--- src/rtl/column_move_scheduler.sv ---
// column_move_scheduler: launches the column units, waits for every done flag, then
// drains the column FIFOs round-robin onto one tagged move stream. Optional watchdog: WATCHDOG_EN.
module column_move_scheduler #(
  parameter int NCOL        = 8,
  parameter int DW          = 160,
  parameter int TIMEOUT_CYC = 255
) (
  input  logic               clk,
  input  logic               reset,
  input  logic               start,
  output logic               col_start,
  input  logic [NCOL-1:0]    col_done,
  input  logic [NCOL-1:0]    col_fifo_empty,
  input  logic [NCOL*DW-1:0] col_fifo_data,
  output logic [NCOL-1:0]    col_rden,
  output logic               mv_valid,
  input  logic               mv_ready,
  output logic [DW-1:0]      mv_data,
  output logic [2:0]         mv_col,
  output logic               busy,
  output logic               gen_done,
  output logic               wd_err
);

  typedef enum logic [2:0] {
    S_IDLE,
    S_LAUNCH,
    S_WAIT_DONE,
    S_SELECT,
    S_READ,
    S_PRESENT,
    S_FINISH
  } state_t;

  state_t          state_q, state_d;
  logic            col_start_q, col_start_d;
  logic [NCOL-1:0] col_rden_q, col_rden_d;
  logic            mv_valid_q, mv_valid_d;
  logic [DW-1:0]   mv_data_q, mv_data_d;
  logic [2:0]      mv_col_q, mv_col_d;
  logic [2:0]      sel_q, sel_d;
  logic [2:0]      rr_q, rr_d;
  logic            busy_q, busy_d;
  logic            gen_done_q, gen_done_d;
  logic            first_q, first_d;

  logic            all_done;
  logic            wd_timeout;
  logic            found;
  logic [2:0]      pick;
  logic [DW-1:0]   rd_word;

  // The first WAIT_DONE cycle is masked: columns are still leaving reset.
  assign all_done = !first_q && (&col_done);

  function automatic logic [2:0] wrap_idx(input logic [2:0] base, input int off);
    int s;
    s = int'(base) + off;
    if (s >= NCOL) s = s - NCOL;
    return 3'(s);
  endfunction

  // Round-robin search for the first non-empty FIFO at or after rr.
  always_comb begin
    found = 1'b0;
    pick  = '0;
    for (int off = 0; off < NCOL; off++) begin
      if (!found && !col_fifo_empty[wrap_idx(rr_q, off)]) begin
        found = 1'b1;
        pick  = wrap_idx(rr_q, off);
      end
    end
  end

  always_comb begin
    rd_word = '0;
    for (int i = 0; i < NCOL; i++) begin
      if (sel_q == 3'(i)) rd_word = col_fifo_data[i*DW +: DW];
    end
  end

`ifdef WATCHDOG_EN
  logic [7:0] wd_cnt_q, wd_cnt_d;
  logic       wd_err_q, wd_err_d;

  assign wd_timeout = (wd_cnt_q == 8'(TIMEOUT_CYC));

  always_comb begin
    wd_cnt_d = '0;
    wd_err_d = wd_err_q;
    if (state_q == S_WAIT_DONE) begin
      wd_cnt_d = wd_cnt_q + 8'd1;
      if (!all_done && wd_timeout) wd_err_d = 1'b1;
    end
  end

  always_ff @(posedge clk or negedge reset) begin
    if (!reset) begin
      wd_cnt_q <= '0;
      wd_err_q <= 1'b0;
    end else begin
      wd_cnt_q <= wd_cnt_d;
      wd_err_q <= wd_err_d;
    end
  end

  assign wd_err = wd_err_q;
`else
  assign wd_timeout = 1'b0;
  assign wd_err     = 1'b0;
`endif

  always_comb begin
    state_d     = state_q;
    col_start_d = 1'b0;
    col_rden_d  = '0;
    mv_valid_d  = mv_valid_q;
    mv_data_d   = mv_data_q;
    mv_col_d    = mv_col_q;
    sel_d       = sel_q;
    rr_d        = rr_q;
    busy_d      = busy_q;
    gen_done_d  = 1'b0;
    first_d     = first_q;

    case (state_q)
      S_IDLE: begin
        if (start) begin
          state_d     = S_LAUNCH;
          busy_d      = 1'b1;
          col_start_d = 1'b1;
        end
      end
      S_LAUNCH: begin
        state_d = S_WAIT_DONE;
        first_d = 1'b1;
      end
      S_WAIT_DONE: begin
        first_d = 1'b0;
        if (all_done) begin
          state_d = S_SELECT;
        end else if (wd_timeout) begin
          state_d    = S_FINISH;
          gen_done_d = 1'b1;
        end
      end
      S_SELECT: begin
        if (found) begin
          col_rden_d[pick] = 1'b1;
          sel_d            = pick;
          state_d          = S_READ;
        end else begin
          state_d    = S_FINISH;
          gen_done_d = 1'b1;
        end
      end
      S_READ: begin
        mv_data_d  = rd_word;
        mv_col_d   = sel_q;
        mv_valid_d = 1'b1;
        state_d    = S_PRESENT;
      end
      S_PRESENT: begin
        if (mv_ready) begin
          mv_valid_d = 1'b0;
          rr_d       = (sel_q == 3'(NCOL-1)) ? 3'd0 : sel_q + 3'd1;
          state_d    = S_SELECT;
        end
      end
      S_FINISH: begin
        busy_d  = 1'b0;
        state_d = S_IDLE;
      end
      default: state_d = S_IDLE;
    endcase
  end

  always_ff @(posedge clk or negedge reset) begin
    if (!reset) begin
      state_q     <= S_IDLE;
      col_start_q <= 1'b0;
      col_rden_q  <= '0;
      mv_valid_q  <= 1'b0;
      mv_data_q   <= '0;
      mv_col_q    <= '0;
      sel_q       <= '0;
      rr_q        <= '0;
      busy_q      <= 1'b0;
      gen_done_q  <= 1'b0;
      first_q     <= 1'b0;
    end else begin
      state_q     <= state_d;
      col_start_q <= col_start_d;
      col_rden_q  <= col_rden_d;
      mv_valid_q  <= mv_valid_d;
      mv_data_q   <= mv_data_d;
      mv_col_q    <= mv_col_d;
      sel_q       <= sel_d;
      rr_q        <= rr_d;
      busy_q      <= busy_d;
      gen_done_q  <= gen_done_d;
      first_q     <= first_d;
    end
  end

  assign col_start = col_start_q;
  assign col_rden  = col_rden_q;
  assign mv_valid  = mv_valid_q;
  assign mv_data   = mv_data_q;
  assign mv_col    = mv_col_q;
  assign busy      = busy_q;
  assign gen_done  = gen_done_q;

endmodule

--- config.mk ---
export PLATFORM = sky130hd
export DESIGN_NAME = column_move_scheduler
export DESIGN_NICKNAME = d
export VERILOG_FILES = /design/src/rtl/column_move_scheduler.sv
export SDC_FILE = /design/constraint.sdc
export NUM_CORES = 1
export LEC_CHECK = 0
export ABC_AREA = 1
export BUFFER_PORTS_ARGS = -buffer_cell sky130_fd_sc_hd__clkbuf_2
export CAP_MARGIN = 15
export CORE_AREA = 2 2 582 584
export CTS_BUF_LIST = sky130_fd_sc_hd__clkbuf_8
export CTS_CLUSTER_DIAMETER = 60
export CTS_CLUSTER_SIZE = 40
export DETAILED_ROUTE_END_ITERATION = 8
export DIE_AREA = 0 0 584 586
export GPL_TIMING_DRIVEN = 0
export PLACE_DENSITY = 0.31
export SLEW_MARGIN = 20
export SYNTH_ARGS = -nofsm -noshare
export SYNTH_HDL_FRONTEND = slang
export SYNTH_SLANG_ARGS = --single-unit
--- constraint.sdc ---
create_clock -name clk -period 3.6 [get_ports clk]
set_input_delay 0.54 -clock clk [delete_from_list [all_inputs] [get_ports clk]]
set_output_delay 0.54 -clock clk [all_outputs]
set_load 0.02 [all_outputs]
==> metrics.md <==
| Metric | Value |
|---|---|
| Register area | `roughly 4600 um2` |
| Setup-failing EPs final | `2` |
| CP max stage delay | `0.87 ns` |
| Clock period minus final worst setup slack | `3.63 ns` |
| Status | `finished, violations left` |
| Chip width | `584 um` |
| Post-layout net count | `5816` |
| Distinct cell type count after synthesis | `40` |
| Cell breakdown of the critical path | `inv_2 -> ha_2 -> nand2_2 -> buf_6 -> clkbuf_4 -> o211ai_1 -> nand3_2 -> o211ai_1 -> nand3_1 -> o21ai_0 -> a21o_1 -> nand2_1` |
| Cell count after synthesis | `2996` |
| CP Capture Type | `register` |
| Worst Path Required | `4.23 ns` |
| CTS max path bufs | `3` |
| Routed Wire Length | `334 mm` |
| Clock root buffer master | `sky130_fd_sc_hd__clkbuf_8` |
| Number of cells traversed by the worst hold path | `5` |
| Pin count of the biggest net entering global routing | `66` |
| Detailed-route via count | `between 30000 and 40000` |
| Starting DRT DRC Count | `3253` |
| Most common cell after layout, fill and taps aside | `sky130_fd_sc_hd__clkbuf_2` |
| Largest vdd supply drop | `between 300 and 400 uV` |
| Part of the Yosys area used for sequential elements | `0.243` |
| Count of boundary I/O pins | `1476` |
| Standard cell area after detailed placement | `32300 um2` |
| Flops & latches, synth | `between 150 and 200` |
| GR Util All Layers | `0.186` |
| TritonCTS clock tree | `yes` |
| Post-detailed-placement half-perimeter wirelength | `a little over 300 mm` |
| Setup clock skew after layout | `around 0.065 ns` |
| Warnings, synthesis | `0` |
| Number of H-tree branching levels | `4` |
| Total core area | `336000 um2` |
| Count of filler cells inserted in the layout | `39900` |
| Worst min-delay path category | `primary input to register` |
| Area of the die | `342000 um2` |
| Wire length of the first global-routing pass | `399 mm` |
| Total Power Consumption | `about 33000 uW` |
| Max_slew headroom | `0.160` |
| Detailed Routing Iterations Pass 1 | `5` |
| Cell at the slowest stage of the critical path | `sky130_fd_sc_hd__o211ai_1` |
| Die height | `just under 600 um` |
| Worst reg-to-reg setup slack | `-0.03 ns` |
| Crit Path Category | `register to register` |
| Number of sinks on the clock net | `185` |
| Reg clk slew, reported paths | `0.14 ns` |
| Unrepaired setup endpoints after global routing | `true` |
| Max-slew violation total from the final report | `0` |
| Area used by multi-input combinational logic | `approximately 13000 um2` |
| Max Clk Rate | `275 MHz` |
| Post-placement worst setup slack | `-1.83 ns` |
| Leakage power | `between 0.015 and 0.02 uW` |
| Final Hold Fails | `0` |
| Worst Min Path Start | `col_fifo_data[970]` |
| Vias in the first global route | `around 32000` |
| Count of maximum capacitance violations | `0` |
| Initial antenna violation count | `256` |
| Worst-case hold path end point | `mv_data[10]$_DFFE_PN0P_` |
| Starting density of the core | `0.0567` |
| Share of final-layout standard cells stronger than drive strength 1 | `0.394` |
| Residual DRC count | `0` |
| Crit path max-delay family | `compound AO/OA/AOI/OAI gates` |
| Post-route setup TNS | `-0.0515 ns` |
| Violated checks | `setup timing` |
| Kind of start point of the critical path | `register` |
| DR vias/cell | `about 3.6` |
| Origin of the critical flop-to-flop path | `sel_q[0]$_DFFE_PN0P_` |
| Summed area of non-filler cells in the final layout | `33500 um2` |
| Final weighted congestion in routability-driven placement | `1.00` |
| Syn avg cell area | `6.35 um2` |
| Placement Rows | `213` |
| Antenna viol nets, final | `0` |
| Slew of the pin with the lowest slew margin | `approximately 1.3 ns` |
| FF-to-FF End | `mv_data[1]$_DFFE_PN0P_` |
| Syn Std Cell Area | `19000 um2` |
| Insertion delay to the later sink of the worst-skew pair | `about 0.71 ns` |
| Instance count after placement with tap cells included | `approximately 9000` |
| Worst Reg-to-Reg Cells | `12` |
| Data arrival, critical path | `4.26 ns` |
| Clock buffers created by TritonCTS | `21` |
| Top cell by count, worst path | `sky130_fd_sc_hd__o211ai_1` |
| Power density relative to cell area | `~1000 nW/um2` |
| Cell Count, Final, Fillers Out | `8992` |
| Grt ovf | `0` |
| CP Max Fanout | `10` |
| Layout area overhead | `76.0%` |
| Final worst-path setup slack | `-0.0321 ns` |
| Buf+Inv Stages, Crit Path | `3` |
| Average wire per cell in the routed design | `37.1 um` |
| Quantity of I/O buffers inserted on ports | `1474` |
| Commonest cells after routing, fill and taps aside | `sky130_fd_sc_hd__clkbuf_2 (1521), sky130_fd_sc_hd__nand3_1 (787), sky130_fd_sc_hd__nand2_1 (707)` |
| Number of nets in the synthesized netlist | `4304` |
| Final worst path period share | `1.01` |
-- synthesized netlist by cell type (all sizes together) --
| cell type | n | area share |
|---|---|---|
| dfrtp | 185 | 0.24 |
| nor3 | 1 | 0.00086 |
| nor2 | 40 | 0.0096 |
| conb | 1 | 0.00020 |
| xnor2 | 2 | 0.0013 |
| buf | 92 | 0.025 |
| nand3 | 849 | 0.23 |
| o21ai | 335 | 0.089 |
| o211ai | 320 | 0.13 |
| nand4 | 7 | 0.0030 |
| ha | 8 | 0.0053 |
| inv | 35 | 0.0070 |
| nand2 | 723 | 0.15 |
| nand3b | 2 | 0.0014 |
| clkinv | 1 | 0.00020 |
| o311ai | 1 | 0.00046 |
| clkbuf | 229 | 0.045 |
| a31oi | 1 | 0.0011 |
| xor2 | 2 | 0.0019 |
| a21o | 158 | 0.062 |
| a21oi | 4 | 0.0016 |
-- per-stage QoR --
step	hold slack (ns)	utilization
floorplan	0.244	-
global placement	0.465	0.0950
detailed placement	0.464	0.0963
CTS	0.0343	0.0990
global route	0.0850	0.0994
finish	0.166	0.0997
-- timing repair --
| item | in CTS | in global routing |
|---|---|---|
| hold endpoints to repair | 60 | 0 |
| cloned | 0 | 0 |
| resized for setup | 155 | 41 |
| endpoints found under the setup margin | 160 | 52 |
| pin swaps | 29 | 10 |
| hold buffers | 1 | 0 |
| buffers inserted | 1 | 1 |
-- worst min-delay path, cell delays in order --
cell	delay, ns
sky130_fd_sc_hd__clkbuf_2	0.08
sky130_fd_sc_hd__nand2_1	0.04
sky130_fd_sc_hd__nand3_1	0.07
sky130_fd_sc_hd__nand2_1	0.05
sky130_fd_sc_hd__nand2_1	0.05
-- where the power goes --
group          total [uW]  switching, uW  internal [uW]
Combinational       27800          21100           6730
Sequential           3720            664           3050
Clock                1810           1220            583
-- cells by family (layout without fill, tap and decap cells) --
logic type,after synthesis,in the layout,synth area share
flops,185,185,0.243
fa+ha+maj,8,8,0.00526
simple gates,1622,1622,0.390
buf+inv,357,1878,0.0771
compound gates,819,819,0.281
other cells,1,69,0.000197
xor+xnor,4,4,0.00322
-- area by class of cell --
class / count / area share
buffer: 316 / 0.0494
multi-input combinational: 2454 / 0.394
clock buffer: 21 / 0.00863
timing repair buffer: 1494 / 0.232
sequential: 185 / 0.138
inverter: 36 / 0.00475
antenna: 68 / 0.00508
clock inverter: 11 / 0.00254
tap: 4407 / 0.165
-- registers in the layout (all words and copies together) (netlist names) --
signal / flops
busy: 1
col_rden: 8
col_start: 1
first_q: 1
gen_done: 1
mv_col: 3
mv_data: 160
mv_valid: 1
rr_q: 3
sel_q: 3
state_q: 3
-- layer usage --
layer | GRT usage | vias up | routed length (um)
li1 | - | 13800 | -
met1 | 0.244 | 16000 | 145000
met2 | 0.294 | 2155 | 146000
met3 | 0.0628 | 394 | 32800
met4 | 0.0427 | 106 | 8690
met5 | 0 | - | 688
-- worst max-delay path by stage --
stage | startpoint | endpoint | slack (ns) | depth (start not counted)
floorplan | sel_q[2]$_DFFE_PN0P_ | mv_data[4]$_DFFE_PN0P_ | 1.20 | 14
global placement | sel_q[2]$_DFFE_PN0P_ | mv_data[72]$_DFFE_PN0P_ | -3.28 | 14
detailed placement | sel_q[2]$_DFFE_PN0P_ | mv_data[2]$_DFFE_PN0P_ | -1.83 | 15
CTS | sel_q[1]$_DFFE_PN0P_ | mv_data[42]$_DFFE_PN0P_ | -0.01 | 13
global route | sel_q[2]$_DFFE_PN0P_ | mv_data[2]$_DFFE_PN0P_ | -0.05 | 15
finish | sel_q[0]$_DFFE_PN0P_ | mv_data[1]$_DFFE_PN0P_ | -0.03 | 12
Note: power is estimated with default switching activity, not from simulation.
